<file path="config.mk">
export PLATFORM = sky130hd
export DESIGN_NAME = tcm_core_flat
export DESIGN_NICKNAME = d
export VERILOG_FILES = /design/src/rtl/tcm_core_if.sv /design/src/rtl/tcm_core.sv /design/src/flat_wrapper.sv
export SDC_FILE = /design/constraint.sdc
export NUM_CORES = 1
export LEC_CHECK = 0
export ABC_AREA = 1
export CORE_UTILIZATION = 32
export DETAILED_ROUTE_END_ITERATION = 8
export GPL_TIMING_DRIVEN = 0
export PLACE_DENSITY_LB_ADDON = 0.3
export SETUP_SLACK_MARGIN = 0.4
export SLEW_MARGIN = 15
export SYNTH_ARGS = -nofsm -noshare
export SYNTH_HDL_FRONTEND = slang
export SYNTH_SLANG_ARGS = --single-unit
</file>
<file path="constraint.sdc">
create_clock -name CLK -period 5.19 [get_ports CLK]
set_input_delay 0.519 -clock CLK [delete_from_list [all_inputs] [get_ports CLK]]
set_output_delay 0.519 -clock CLK [all_outputs]
set_load 0.005 [all_outputs]
</file>
<file path="src/rtl/tcm_core_if.sv">
// ---------------------------------------------------------------------------
// tcm_core_if -- run control, instruction fetch and status bundle of tcm_core
//
//   START   run request (driven by master)
//   Q       instruction byte, combinational from ADDR (driven by master)
//   ADDR    fetch address, equals PC (driven by core)
//   A_OUT   counter A (driven by core)
//   B_OUT   counter B (driven by core)
//   BUSY    high while fetching or executing (driven by core)
//   HALTED  high in the halted state (driven by core)
//   OVF     sticky increment-wrap flag (driven by core)
// ---------------------------------------------------------------------------
interface tcm_core_if;
    logic       START;
    logic [7:0] Q;
    logic [7:0] ADDR;
    logic [7:0] A_OUT;
    logic [7:0] B_OUT;
    logic       BUSY;
    logic       HALTED;
    logic       OVF;

    modport master (
        output START, Q,
        input  ADDR, A_OUT, B_OUT, BUSY, HALTED, OVF
    );

    modport slave (
        input  START, Q,
        output ADDR, A_OUT, B_OUT, BUSY, HALTED, OVF
    );
endinterface

</file>
<file path="src/rtl/tcm_core.sv">
// ---------------------------------------------------------------------------
// tcm_core -- tiny two-counter machine
//
// Fetches 8-bit instructions (opcode in the upper nibble, operand in the
// lower nibble) from an external combinational memory and executes them on
// two 8-bit counters A and B. Every instruction takes one FETCH and one EXEC
// cycle; HALT parks the core until START is seen again.
//
//   CLK    rising-edge clock
//   RESET  asynchronous active-low reset
//   bus    tcm_core_if.slave: START/Q in, ADDR/A_OUT/B_OUT/BUSY/HALTED/OVF out
// ---------------------------------------------------------------------------
module tcm_core (
    input  logic        CLK,
    input  logic        RESET,
    tcm_core_if.slave   bus
);

    typedef enum logic [1:0] {
        S_IDLE   = 2'd0,
        S_FETCH  = 2'd1,
        S_EXEC   = 2'd2,
        S_HALTED = 2'd3
    } state_t;

    state_t     r_state, w_state_nxt;
    logic [7:0] r_pc,    w_pc_nxt;
    logic [7:0] r_ir,    w_ir_nxt;
    logic [7:0] r_a,     w_a_nxt;
    logic [7:0] r_b,     w_b_nxt;
    logic       r_ovf,   w_ovf_nxt;

    logic [3:0] w_opcode;
    logic [7:0] w_offset;
    logic       w_taken;

    assign w_opcode = r_ir[7:4];
    // Operand nibble is a signed jump offset, sign-extended to PC width.
    assign w_offset = {{4{r_ir[3]}}, r_ir[3:0]};

    always_ff @(posedge CLK or negedge RESET) begin
        if (!RESET) begin
            r_state <= S_IDLE;
            r_pc    <= '0;
            r_ir    <= '0;
            r_a     <= '0;
            r_b     <= '0;
            r_ovf   <= 1'b0;
        end else begin
            r_state <= w_state_nxt;
            r_pc    <= w_pc_nxt;
            r_ir    <= w_ir_nxt;
            r_a     <= w_a_nxt;
            r_b     <= w_b_nxt;
            r_ovf   <= w_ovf_nxt;
        end
    end

    always_comb begin
        w_state_nxt = r_state;
        w_pc_nxt    = r_pc;
        w_ir_nxt    = r_ir;
        w_a_nxt     = r_a;
        w_b_nxt     = r_b;
        w_ovf_nxt   = r_ovf;
        w_taken     = 1'b0;

        case (r_state)
            S_IDLE, S_HALTED: begin
                if (bus.START) begin
                    w_state_nxt = S_FETCH;
                    w_pc_nxt    = '0;
                    w_a_nxt     = '0;
                    w_b_nxt     = '0;
                    w_ovf_nxt   = 1'b0;
                end
            end

            S_FETCH: begin
                w_ir_nxt    = bus.Q;
                w_state_nxt = S_EXEC;
            end

            S_EXEC: begin
                w_state_nxt = S_FETCH;
                // Conditions and copy sources read r_a/r_b, i.e. the values
                // before this instruction, so A<->B copies never chain.
                case (w_opcode)
                    4'b0010: w_a_nxt = '0;
                    4'b0011: w_b_nxt = '0;
                    4'b0100: begin
                        w_a_nxt = r_a + 8'd1;
                        if (r_a == 8'hFF) w_ovf_nxt = 1'b1;
                    end
                    4'b0101: begin
                        w_b_nxt = r_b + 8'd1;
                        if (r_b == 8'hFF) w_ovf_nxt = 1'b1;
                    end
                    4'b0110: if (r_a != 8'd0) w_a_nxt = r_a - 8'd1;
                    4'b0111: if (r_b != 8'd0) w_b_nxt = r_b - 8'd1;
                    4'b1000: w_a_nxt = r_b;
                    4'b1001: w_b_nxt = r_a;
                    4'b1010: w_taken = (r_a == 8'd0);
                    4'b1011: w_taken = (r_b == 8'd0);
                    4'b1100: w_taken = 1'b1;
                    4'b1101: w_taken = (r_a == r_b);
                    4'b1110: w_state_nxt = S_HALTED;
                    default: ;
                endcase

                if (w_opcode != 4'b1110) begin
                    w_pc_nxt = w_taken ? (r_pc + w_offset) : (r_pc + 8'd1);
                end
            end

            default: w_state_nxt = S_IDLE;
        endcase
    end

    assign bus.ADDR   = r_pc;
    assign bus.A_OUT  = r_a;
    assign bus.B_OUT  = r_b;
    assign bus.OVF    = r_ovf;
    assign bus.BUSY   = (r_state == S_FETCH) || (r_state == S_EXEC);
    assign bus.HALTED = (r_state == S_HALTED);

endmodule

</file>
<file path="src/flat_wrapper.sv">
// flat-port wrapper written by rule: the top's interface ports become plain ports
module tcm_core_flat 
  (CLK, RESET, bus_START, bus_Q, bus_ADDR, bus_A_OUT, bus_B_OUT, bus_BUSY, bus_HALTED, bus_OVF);
  tcm_core_if bus_i ();
  input  logic CLK;
  input  logic RESET;
  input wire logic [$bits(bus_i.START)-1:0] bus_START;
  input wire logic [$bits(bus_i.Q)-1:0] bus_Q;
  output wire logic [$bits(bus_i.ADDR)-1:0] bus_ADDR;
  output wire logic [$bits(bus_i.A_OUT)-1:0] bus_A_OUT;
  output wire logic [$bits(bus_i.B_OUT)-1:0] bus_B_OUT;
  output wire logic [$bits(bus_i.BUSY)-1:0] bus_BUSY;
  output wire logic [$bits(bus_i.HALTED)-1:0] bus_HALTED;
  output wire logic [$bits(bus_i.OVF)-1:0] bus_OVF;
  assign bus_i.START = bus_START;
  assign bus_i.Q = bus_Q;
  assign bus_ADDR = bus_i.ADDR;
  assign bus_A_OUT = bus_i.A_OUT;
  assign bus_B_OUT = bus_i.B_OUT;
  assign bus_BUSY = bus_i.BUSY;
  assign bus_HALTED = bus_i.HALTED;
  assign bus_OVF = bus_i.OVF;
  tcm_core u_core (.CLK(CLK), .RESET(RESET), .bus(bus_i));
endmodule
</file>
Word level (Yosys, flattened, before mapping)
Index checks and enable logic that the tools add are counted.
- output and inout bits: 27
- memory bits (read-only): 0
- register bits after elaboration: 35
- memory bits (writable): 0
- latch bits: 0
- memories kept: 0
- word-level logic and storage cells: 73
- div/mod/pow operators: 0
- bitwise logic cells: 0
- $mul: 0
- $lt $le $gt $ge: 0
- mux-type cells: 20
- equality and inequality tests: 29
- reductions and logical operators: 12
- add/sub/neg operators: 6
- shift operators: 0
- operators with widths (cell ; count):
    $pmux 8 s4 ; 2
    $pmux 8 s2 ; 3
    $mux 8 ; 5
    $eq 4x4->1 const B ; 7
    $add 8x1->8 const B ; 3
    $eq 4x3->1 const B ; 4
    $eq 8x8->1 const B ; 2
    $logic_not 8->1 ; 2
    $reduce_bool 8->1 ; 2
    $sub 8x1->8 const B ; 2
    $ne 3x2->1 const B ; 4
    $ne 5x5->1 const B ; 2
    $add 8x8->8 ; 1
    $eq 4x2->1 const B ; 2
    $eq 8x8->1 ; 1
    $reduce_and 4->1 ; 2
    $pmux 2 s3 ; 1
    $reduce_and 5->1 ; 1
    $eq 2x2->1 const B ; 2
    $mux 1 ; 4
    $mux 2 ; 2
    $ne 4x4->1 const B ; 1
    $pmux 1 s2 ; 2
    $pmux 1 s4 ; 1
    9 further kinds ; 9

Depth between registers and ports, before layout
- depth after elaboration: 6
- mapped depth: 20

Least setup slack after synthesis
No wires, ideal clock.
- kind: reg-to-reg
- start: reg u_core.r_ir[6]
- end: reg u_core.r_b[7], in the netlist u_core.bus.B_OUT[7]
- clock period less this slack: 2499 ps
- arrival: 2382 ps
- data required time: 5074 ps
- stages on the path, launching flop included: 18
- path slack: 2691 ps
- library setup time: 116 ps
- path through: dfrtp_1 -> inv_1 -> nor2_1 -> inv_2 -> nor2_1 -> ha_1 -> nand3_1 -> nand3_1 -> nand2_1 -> nand2_1 -> a21oi_1 -> nor2_1 -> o21ai_0 -> nand3_1 -> nand3_1 -> nand2_1 -> nand2_1 -> nand2_1
- cells in the longest elaborated chain, start to end: 3
- ends and longest elaborated chain (what ; RTL line ; source):
    start, declared ; tcm_core.sv:28 ; logic [7:0] r_ir, w_ir_nxt;
    start signal, assigned ; tcm_core.sv:52 ; r_ir <= w_ir_nxt;
    $eq 4x4->1 (tied with other cells) ; tcm_core.sv:88 ; case (w_opcode)
    $pmux 8 s4 (tied with other cells) ; tcm_core.sv:88 ;
    $pmux 8 s2 / $reduce_and 4->1 (equally long branches) ; -- ;
    end signal, assigned ; tcm_core.sv:54 ; r_b <= w_b_nxt;
    end, declared ; tcm_core.sv:30 ; logic [7:0] r_b, w_b_nxt;
Parallel ways exist; a longest one is shown, timed or not.
A chain may end at the register's enable or synchronous reset.

Final worst setup path
Ends and elaborated chain as after synthesis.

==> reports/metrics.cfg <==
[run_status]
outcome=complete, no violations

[logic_synthesis]
synth.area.top_cells=sky130_fd_sc_hd__dfrtp_1, sky130_fd_sc_hd__nand2_1, sky130_fd_sc_hd__ha_1, sky130_fd_sc_hd__inv_1, sky130_fd_sc_hd__o21ai_0
seq_area_frac_synth_pct=32.3
yosysUniqueCellTypes=34
yosys_register_bits=35
netlist_area_um2=2710
post-synth-top-area-cell=sky130_fd_sc_hd__dfrtp_1
syn_nets=418
netlist_instances=382
synthDominantCellAreaShare_pct=32.3
ys.warnings.count=0
syn_area_per_cell_um2=7.09

[critical_path]
timing.critical_path.fanout_max=9
timing.setup.critical_path_class=reg -> reg
worstPathCellList=inv_1 > nor2_1 > inv_2 > nor2_1 > ha_1 > nand3_1 > nand3_1 > nand2_1 > nand2_1 > a21oi_1 > nor2_1 > o21ai_0 > nand3_1 > nand3_1 > nand2_1 > nand2_1 > nand2_1
crit_buf_inv=2
rrSetupSlack_ns=2.14
path_common_cell=sky130_fd_sc_hd__nand2_1
critPathArrivalTime_ns=3.23
worst_setup_path_start_kind=flop
critical_path_required_time_ns=5.37
worstReg2RegStart=u_core.r_ir[6]
crit_family=simple AND/OR/NAND/NOR gates
reg2reg_depth=17
worst_r2r_endpoint=u_core.bus.B_OUT[7]
crit_path_max_incr_delay_ns=0.59
cpMaxStageDelayCell=sky130_fd_sc_hd__nor2_1
setup.worst_path.end_class=flop

[global_routing]
grt_start_max_net_pins=20
wire_length_of_the_first_global_routing_pass_um=11700
global_route.overflow_total=0
globalRouteTotalUtil_pct=17.1
antenna_found_initial=0
grt_pass1_vias=2478

[drt]
route.detailed.drc=0
drt_first_pass_iters=4
via_to_cell_ratio=4.93
avgRoutedWirePerCell_um=13.1
routed_wl_um=6980
dr_total_vias=2630
drt_iter0_markers=149
antenna_violating_nets_post_route=0

[sta]
post-route-min-period_ns=3.05
clock_skew_ns=0.0104
worst_hold_margin_ns=0.155
postLayoutSetupSlackWorst_ns=2.14
achievable-frequency_ghz=0.328
final_hold_viol_count=0
worst-slew-pin-transition_ns=0.767
maxSlewHeadroom_pct=48.7
setup_total_negative_slack_ns=0
setup_repair_after_global_routing_missed_its_margin=no
maxSlewViolCount=0
timing.final.crit_share_pct=58.8
setup-violations-final=0

[cts]
ctsHoldBuffers=0
numCtsBuffers=5
postCtsSetupBuffers=0
clk-insertion-delay-late_ns=0.30
cts_max_level=2
cts_tree=built
tritoncts_num_sinks=35
cts-root-to-sink-buffers=2
cts.clk_slew.worst_paths_ns=0.08
post_cts_resized=0
ctsRootBufferMaster=sky130_fd_sc_hd__clkbuf_8

[layout]
fillerInstances=835
nets=463
layout-area-overhead-vs-synth_pct=24.2
post_route_cells_drive_above_1_share_pct=5.84
antenna-diode-count=0

[floorplan]
num_rows=33
die_y_um=94.0
fp.coreArea_um2=8220
die_w_um=94.0
die_area_um2=8840
design.portCount=38
initial_core_util_pct=33.0

[place]
gpl_congestion=0.897
numPortBuffers=37
post-place-ws_ns=2.19
detailedPlacementHpwl_um=5480

[power]
sequentialPowerShare_pct=29.5
p_comb_share_pct=48.1
ir_worst_vdd_v=0.000260
p_sw_share_pct=43.7
power.clock.fraction_pct=22.4
post-layout-total-power_uw=1330
intPower_uw=746
p_sw_uw=580
power.leakage_uw=0.00165
power-per-cell-area_nw_per_um2=394

[flow_run]
drv_cap=0

[min_path]
worst_hold_path_type=in -> async

[power by group through the flow]
stage / combinational (µW) / sequential, µW / clock (µW)
2_1_floorplan: 438 / 384 / 0
3_3_place_gp: 622 / 396 / 0
3_5_place_dp: 631 / 396 / 0
4_1_cts: 637 / 391 / 303
5_1_grt: 726 / 400 / 314
6_report: 638 / 391 / 297
[Yosys cell counts]
| master | count |
|---|---|
| sky130_fd_sc_hd__nand2_1 | 97 |
| sky130_fd_sc_hd__inv_1 | 56 |
| sky130_fd_sc_hd__nor2_1 | 38 |
| sky130_fd_sc_hd__dfrtp_1 | 35 |
| sky130_fd_sc_hd__o21ai_0 | 31 |
| sky130_fd_sc_hd__ha_1 | 22 |
| sky130_fd_sc_hd__nand3_1 | 22 |
| sky130_fd_sc_hd__a21oi_1 | 11 |
| sky130_fd_sc_hd__o22ai_1 | 11 |
| sky130_fd_sc_hd__xnor2_1 | 7 |
| sky130_fd_sc_hd__nand4_1 | 6 |
| sky130_fd_sc_hd__xor2_1 | 6 |
| sky130_fd_sc_hd__inv_2 | 5 |
| sky130_fd_sc_hd__clkbuf_1 | 3 |
| sky130_fd_sc_hd__fa_1 | 3 |
| sky130_fd_sc_hd__nand2_2 | 3 |
| sky130_fd_sc_hd__nor3_1 | 3 |
| sky130_fd_sc_hd__or2_2 | 3 |
| sky130_fd_sc_hd__a21o_1 | 2 |
| sky130_fd_sc_hd__a22o_1 | 2 |
| sky130_fd_sc_hd__a32oi_1 | 2 |
| sky130_fd_sc_hd__o31ai_1 | 2 |
| sky130_fd_sc_hd__a21boi_0 | 1 |
| sky130_fd_sc_hd__a22oi_1 | 1 |
| sky130_fd_sc_hd__and2_1 | 1 |
| sky130_fd_sc_hd__clkbuf_2 | 1 |
| sky130_fd_sc_hd__mux2_2 | 1 |
| sky130_fd_sc_hd__nand2_4 | 1 |
| sky130_fd_sc_hd__nor2_2 | 1 |
| sky130_fd_sc_hd__nor2_4 | 1 |
| sky130_fd_sc_hd__nor4_1 | 1 |
| sky130_fd_sc_hd__o2111ai_1 | 1 |
| sky130_fd_sc_hd__o211ai_1 | 1 |
| sky130_fd_sc_hd__o21ai_1 | 1 |
[cell type report]
class                      count  area (µm²)  share of cell area, %
inverter                      61         229                   6.80
clock inverter                 2        60.1                   1.78
timing repair buffer          38         393                   11.7
multi-input combinational    282        1590                   47.2
clock buffer                   6        72.6                   2.16
buffer                         4        16.3                  0.483
sequential                    35         876                   26.0
tap                          105         131                   3.90
[per-stage QoR]
stage	utilization [%]	instance area [µm²]	std cells
floorplan	-	2710	382
global placement	39.1	3210	524
detailed placement	39.4	3230	525
CTS	41.0	3370	533
global route	41.0	3370	533
finish	41.0	3370	533
[registers in the layout, summed over array words and instances (netlist names)]
name	count
u_core.bus.B_OUT	8
u_core.bus.OVF	1
u_core.bus.A_OUT	8
u_core.r_state	2
u_core.r_ir	8
u_core.bus.ADDR	8
[layout by cell type, fill, tap and decap left out, types with 2 or more instances in the layout]
cell                              count
sky130_fd_sc_hd__a21oi_1             11
sky130_fd_sc_hd__clkbuf_8             5
sky130_fd_sc_hd__inv_1               56
sky130_fd_sc_hd__nand4_1              6
sky130_fd_sc_hd__o31ai_1              2
sky130_fd_sc_hd__nand2_2              3
sky130_fd_sc_hd__nor2_1              38
sky130_fd_sc_hd__fa_1                 3
sky130_fd_sc_hd__dfrtp_1             35
sky130_fd_sc_hd__xnor2_1              7
sky130_fd_sc_hd__bufinv_16            2
sky130_fd_sc_hd__o22ai_1             11
sky130_fd_sc_hd__a21o_1               2
sky130_fd_sc_hd__o21ai_0             31
sky130_fd_sc_hd__xor2_1               6
sky130_fd_sc_hd__nand3_1             22
sky130_fd_sc_hd__clkbuf_1             4
sky130_fd_sc_hd__clkdlybuf4s50_1     36
sky130_fd_sc_hd__a32oi_1              2
sky130_fd_sc_hd__or2_2                3
sky130_fd_sc_hd__inv_2                5
sky130_fd_sc_hd__a22o_1               2
sky130_fd_sc_hd__ha_1                22
sky130_fd_sc_hd__nor3_1               3
sky130_fd_sc_hd__nand2_1             97
[layer usage]
metal	vias to the layer above	routed length, µm	global-route usage, %
met5	-	0	0
met4	0	48	5.00
met3	5	453	3.96
met2	88	3260	27.9
met1	1206	3210	22.6
li1	1331	-	-
[logic make-up after synthesis]
family | Yosys count | share of synthesized area (%)
and+or+nand+nor | 177 | 27.6
AOI/OAI and AO/OA | 66 | 14.0
buffers and inverters | 65 | 9.05
DFF | 35 | 32.3
adders and majority gates | 25 | 12.4
xor gates and xnor gates | 13 | 4.20
muxes | 1 | 0.415
[worst max-delay path by stage]
stage	startpoint	end	cells past startpoint
finish	u_core.r_ir[6]	u_core.bus.B_OUT[7]	17
global route	u_core.r_ir[6]	u_core.bus.B_OUT[7]	17
CTS	u_core.r_ir[6]	u_core.bus.B_OUT[7]	17
detailed placement	u_core.r_ir[6]	u_core.bus.B_OUT[7]	17
global placement	u_core.r_ir[6]	u_core.bus.B_OUT[7]	17
floorplan	u_core.r_ir[6]	u_core.bus.B_OUT[7]	17
Power figures use the tool's default switching activity.
==> patch 1, RTL diff (same settings) <==
Make the reset (`RESET`) synchronous in one clocked block. Comments in the files are not updated.
--- a/src/rtl/tcm_core.sv
+++ b/src/rtl/tcm_core.sv
@@ -40,3 +40,3 @@
 
-    always_ff @(posedge CLK or negedge RESET) begin
+    always_ff @(posedge CLK) begin
         if (!RESET) begin
Behaviour: differs if RESET is asserted again (counterexample within 4 cycles, from zero or initial values and one cycle with RESET low); with RESET held inactive, the same outputs for 10 cycles.
==> patch 1 against the original RTL <==
  * Global-route usage is 0.34 points higher
  * Clock skew is 4.2 ps lower
  * Routed wire length is 1.7% higher
  * Critical path depth is 5 higher
  * Sequential cell count stayed put
  * Setup slack worse by 97 ps
  * Area after synthesis is 0.69% lower
  * The flow now finishes with violations (design-rule violations)
  * Cell area is 1.1% lower
  * Largest cell class unchanged
  * Highest routed layer unchanged
Power is not compared: it rests on default switching activity, and its combinational part moved more than twofold at a synthesized area within 25%.
==> patch 1: results (changes against the original RTL) <==
* Outcome: finished with violations (was finished clean)
* Failing checks: design-rule violations
* Drt initial violations at 176 (was 149)
* Post-DP Area at 3190 um^2 (was 3230 um^2)
* Crit. Startpoint: u_core.bus.B_OUT[0] (was u_core.r_ir[6])
* Metal-1 WL at 3.48 mm (was 3.21 mm)
* Number of global-route vias before repair at 2596 (was 2478)
* Synth top cells by count: nand2_1 (112), inv_1 (49), nor2_1 (45) (was nand2_1 (97), inv_1 (56), nor2_1 (38))
* Share of cells above drive strength 1 at 9.17% (was 5.84%)
* Vias at 2793 (was 2630)
* Metal3 WL at 263 um (was 453 um)
* Total wire length at 7.10 mm (was 6.98 mm)
* Clk_skew at 6.20 ps (was 10.4 ps)
* Seq/Total Area, Yosys at 26.0% (was 32.3%)
* Worst slew pin tran at 648 ps (was 767 ps)
* # DRC at 2 (was 0)
* Critical register-to-register path endpoint: u_core.bus.ADDR[6] (was u_core.bus.B_OUT[7])
* Tot GR Track Use at 17.5% (was 17.1%)
* Reg2Reg Setup Slack at 2040 ps (was 2140 ps)
* Worst reg2reg path depth at 22 (was 17)
* Arr. time, crit path at 3380 ps (was 3230 ps)
* Pre-antenna DRT Iters at 7 (was 4)
* Fin nets at 492 (was 463)
* Fillers at 870 (was 835)
* GP Congestion at 0.887 (was 0.897)
* DP HPWL at 5.41 mm (was 5.48 mm)
* Met3 usage at 3.64% (was 3.96%)
* Main area contributors after synthesis: dfxtp_1 (26%), nand2_1 (16%), ha_1 (9.8%), a21oi_1 (7.8%), inv_1 (6.8%) (was dfrtp_1 (32%), nand2_1 (13%), ha_1 (10%), inv_1 (7.8%), o21ai_0 (5.7%))
* Largest net degree at the start of global routing at 13 (was 20)
* Synth async-reset ratio at 0% (was 100%)
* First-pass GRT wire length at 12.1 mm (was 11.7 mm)
* GRT met1 Usage at 23.1% (was 22.6%)
* Met2 WL at 3.26 mm (about the same)
==> patch 1: changes by cell type after synthesis, moves of 4 or more <==
cell	before	now
nor2_1	38	45
o21ai_0	31	24
nand3_1	22	17
inv_1	56	49
nand2_1	97	112
nor2_4	1	5
dfxtp_1	0	35
a21oi_1	11	42
xnor2_1	7	1
dfrtp_1	35	0
o22ai_1	11	6
nand2_2	3	7
==> patch 1: worst min-delay path by stage <==
stage | start | end | cells after the start
detailed placement | u_core.r_ir[2] | u_core.r_ir[2] | 2
global route | u_core.r_ir[2] | u_core.r_ir[2] | 2
finish | u_core.r_ir[2] | u_core.r_ir[2] | 2
CTS | u_core.r_ir[2] | u_core.r_ir[2] | 2
floorplan | u_core.r_ir[1] | u_core.r_ir[1] | 2
global placement | u_core.r_ir[2] | u_core.r_ir[2] | 2
==> patch 1: worst max-delay path, cell delays in order, from the launching register on <==
cell and delay [ps]:
dfxtp_1 570, inv_1 110, nand2_1 80, nand2_1 60
inv_1 50, nand2_1 40, nor2_1 80, nand3_1 110
nand2_2 140, inv_1 80, or2_2 270, ha_1 210
fa_1 410, a21oi_1 150, nor2_1 50, nor2_1 100
nand3b_1 140, nand2_1 70, nand2_1 80, nand2_1 60
nand2_1 50, nand3_1 70, a21oi_2 120
==> patch 1: logic make-up after synthesis <==
logic type / Yosys count / share of synthesized area, %
AOI/OAI and AO/OA: 82 / 17.8
DFF: 35 / 26.0
buffers and inverters: 62 / 8.74
adders and majority gates: 24 / 12.0
and+or+nand+nor: 204 / 33.5
xor gates and xnor gates: 6 / 1.95
==> patch 1: metrics by stage <==
step           util, %  setup WS, ps  cells  hold slack [ps]
6_report          40.7          2040    563              471
2_1_floorplan        -          2450    413              434
3_5_place_dp      39.1          2040    555              456
3_3_place_gp      39.1          2070    555              451
4_1_cts           40.7          2040    563              469
5_1_grt           40.7          1630    563              495
==> patch 1: power groups by stage <==
stage          registers [W]  logic, W  clock network (W)
5_1_grt             0.000295  0.000171           0.000321
3_5_place_dp        0.000299  0.000151                  0
3_3_place_gp        0.000299  0.000150                  0
2_1_floorplan       0.000296  0.000108                  0
6_report            0.000293  0.000151           0.000303
4_1_cts             0.000293  0.000152           0.000310
==> patch 1: final cells by class <==
| cell class | count | area [um^2] | share of cell area (%) |
|---|---|---|---|
| plain buffers | 6 | 25.0 | 0.752 |
| clock buffers | 5 | 68.8 | 2.07 |
| clock inverters | 3 | 67.6 | 2.03 |
| inverters | 56 | 210 | 6.31 |
| multi-input cells | 316 | 1760 | 52.7 |
| flip-flops and latches | 35 | 701 | 21.0 |
| well taps | 105 | 131 | 3.95 |
| repair buffers | 37 | 370 | 11.1 |
==> patch 2, RTL diff (same flow settings) <==
Made on the original files. Re-encode `state_t` (4 states) as one-hot, 4 bits wide.
--- a/src/rtl/tcm_core.sv
+++ b/src/rtl/tcm_core.sv
@@ -18,7 +18,7 @@
 
-    typedef enum logic [1:0] {
-        S_IDLE   = 2'd0,
-        S_FETCH  = 2'd1,
-        S_EXEC   = 2'd2,
-        S_HALTED = 2'd3
+    typedef enum logic [3:0] {
+        S_IDLE   = 4'b0001,
+        S_FETCH  = 4'b0010,
+        S_EXEC   = 4'b0100,
+        S_HALTED = 4'b1000
     } state_t;
Formal check against the unedited RTL: same outputs for any inputs over 10 cycles, from zero or initial values and one cycle with RESET low; not proved beyond that.
==> patch 2 against the original RTL <==
  * Power down 13%
  * Sequential cell count up 2
  * Clock skew down 6.3 ps
  * Routed wire length up 4.3%
  * Critical path depth up 5
  * Largest power group unchanged
  * Die area up 3.0%
  * Setup slack worse by 66 ps
  * Area after synthesis up 3.0%
  * Sequential power up 3%
  * Cell area up 1.5%
==> patch 2: results (changes against the original RTL) <==
* Hold Crit Class: in -> async (unchanged)
* Worst-Skew Late Latency at slightly below 300 ps
* Top FF cell, synth: dfrtp_1 (unchanged)
* Outcome: finished clean (unchanged)
* Seq/Total Area, Yosys at 33.2% (was 32.3%)
* Syn Nets at 419 (was 418)
* Crit path max-delay family: simple AND/OR/NAND/NOR gates (unchanged)
* GRT met1 Usage at 26.0% (was 22.6%)
* Pre-antenna DRT Iters at 5 (was 4)
* # port buffers at 37 (unchanged)
* Maximum vdd drop at 0.129 mV (was 0.260 mV)
* CP Max Fanout at 5 (was 9)
* Postcts setup bufs at 0 (unchanged)
* Reg2Reg Setup Slack at 2070 ps (was 2140 ps)
* Synth Warn # at 0 (unchanged)
* CTS max path bufs at 2 (unchanged)
* Number of global-route vias before repair at 2463 (was 2478)
* First-pass GRT wire length at 12.2 mm (was 11.7 mm)
* Drt initial violations at 185 (was 149)
* Met3 usage at 2.47% (was 3.96%)
* Clk_skew at 4.14 ps (was 10.4 ps)
* Tot GR Track Use at 17.6% (was 17.1%)
* CTS resizes at 0 (unchanged)
* Synth async-reset ratio at 100% (unchanged)
* Fillers at 859 (was 835)
* Arr. time, crit path at 3300 ps (was 3230 ps)
* Root Buffer: clkbuf_8 (unchanged)
* Slew Viols, Final at 0 (unchanged)
* Synth cell types at 39 (was 34)
* Crit. Startpoint: u_core.r_ir[5] (was u_core.r_ir[6])
* Share of cells above drive strength 1 at 9.47% (was 5.84%)
* Fin nets at 464 (was 463)
* Largest net degree at the start of global routing at 30 (was 20)
* Crit-path max cell delay at 440 ps (was 590 ps)
* GP Congestion at 0.868 (was 0.897)
* Synth top cells by count: nand2_1 (105), inv_1 (55), dfrtp_1 (36) (was nand2_1 (97), inv_1 (56), nor2_1 (38))
* Leakage Power at 1.72 nW (was 1.65 nW)
* Antenna violations before repair at 0 (unchanged)
* Slowest cell on crit path: dfrtp_1 (was nor2_1)
* CTS buffer count at 5 (unchanged)
* ANT cells at 0 (unchanged)
* Vias at 2633 (was 2630)
* CTS H-Tree Depth at 2 (unchanged)
* Critical register-to-register path endpoint: u_core.bus.ADDR[6] (was u_core.bus.B_OUT[7])
* Register clock-pin slew on the reported worst setup and hold paths at 80 ps (about the same)
* Met2 Usage GRT at 26.7% (was 27.9%)
* Worst slew pin tran at 765 ps (was 767 ps)
* DP HPWL at 5.57 mm (was 5.48 mm)
* Avg WL per Cell at 13.5 um (was 13.1 um)
* Main area contributors after synthesis: dfrtp_1 (32%), nand2_1 (14%), ha_1 (8.1%), inv_1 (7.4%), o21ai_0 (4.5%) (was dfrtp_1 (32%), nand2_1 (13%), ha_1 (10%), inv_1 (7.8%), o21ai_0 (5.7%))
* Worst reg2reg path depth at 22 (was 17)
==> patch 2: cell count changes in the layout (fill, tap and decap cells not counted), sizes merged, moves of 3 or more <==
cell,before,now
ha,22,18
nand2,101,111
nand4,6,3
xnor2,7,4
==> patch 2: where the power goes <==
| part | switching (W) | internal (W) | total [W] |
|---|---|---|---|
| combinational | 0.000327 | 0.000177 | 0.000504 |
| sequential | 0.0000608 | 0.000342 | 0.000403 |
| clock | 0.000110 | 0.000143 | 0.000252 |
| total | 0.000498 | 0.000662 | 0.00116 |
==> patch 2: metal layers <==
| metal | routed length (um) | share of wire [%] |
|---|---|---|
| met1 | 3690 | 51 |
| met2 | 3160 | 43 |
| met3 | 336 | 4.6 |
| met4 | 89 | 1.2 |
| met5 | 0 | 0 |
==> patch 2: final cells by class <==
| cell class | count | area share (%) |
|---|---|---|
| Multi-Input combinational cell | 285 | 47.3 |
| Sequential cell | 37 | 27.1 |
| Timing Repair Buffer | 38 | 11.3 |
| Inverter | 62 | 6.85 |
| Tap cell | 105 | 3.84 |
| Clock buffer | 6 | 2.12 |
| Clock inverter | 2 | 1.03 |
| Buffer | 3 | 0.403 |
==> patch 2: cell families (layout without fill, tap and decap cells) <==
logic type / Yosys count / count (layout) / share of synthesized area (%)
buf+inv: 65 / 111 / 8.87
flops: 37 / 37 / 33.2
xor+xnor: 12 / 12 / 3.76
simple gates: 184 / 184 / 29.5
fa+ha+maj: 21 / 21 / 10.2
compound gates: 68 / 68 / 14.5
==> patch 2: worst reg2reg max path: cells and delay by family, from the launching register on <==
family | cells | cell delay (ps)
adders and majority gates | 2 | 600
and+or+nand+nor | 14 | 1430
AOI/OAI and AO/OA | 2 | 230
buffers and inverters | 4 | 330
DFF | 1 | 440
==> patch 2: worst max-delay path by stage <==
stage / endpoint / cells after the start
floorplan: u_core.bus.ADDR[6] / 22
global placement: u_core.bus.ADDR[6] / 22
detailed placement: u_core.bus.ADDR[6] / 22
CTS: u_core.bus.ADDR[6] / 22
global route: u_core.bus.ADDR[6] / 22
finish: u_core.bus.ADDR[6] / 22
==> patch 2: through the flow <==
| stage | power [W] | area [um^2] | hold slack [ps] | cells | setup slack, ps |
|---|---|---|---|---|---|
| floorplan | 0.000763 | 2790 | 223 | 387 | 2430 |
| global placement | 0.000896 | 3290 | 442 | 529 | 2110 |
| global route | 0.00126 | 3420 | 78.8 | 538 | 1770 |
| detailed placement | 0.000906 | 3310 | 395 | 530 | 2120 |
| CTS | 0.00116 | 3420 | 75.6 | 538 | 2090 |
| finish | 0.00116 | 3420 | 70.3 | 538 | 2070 |
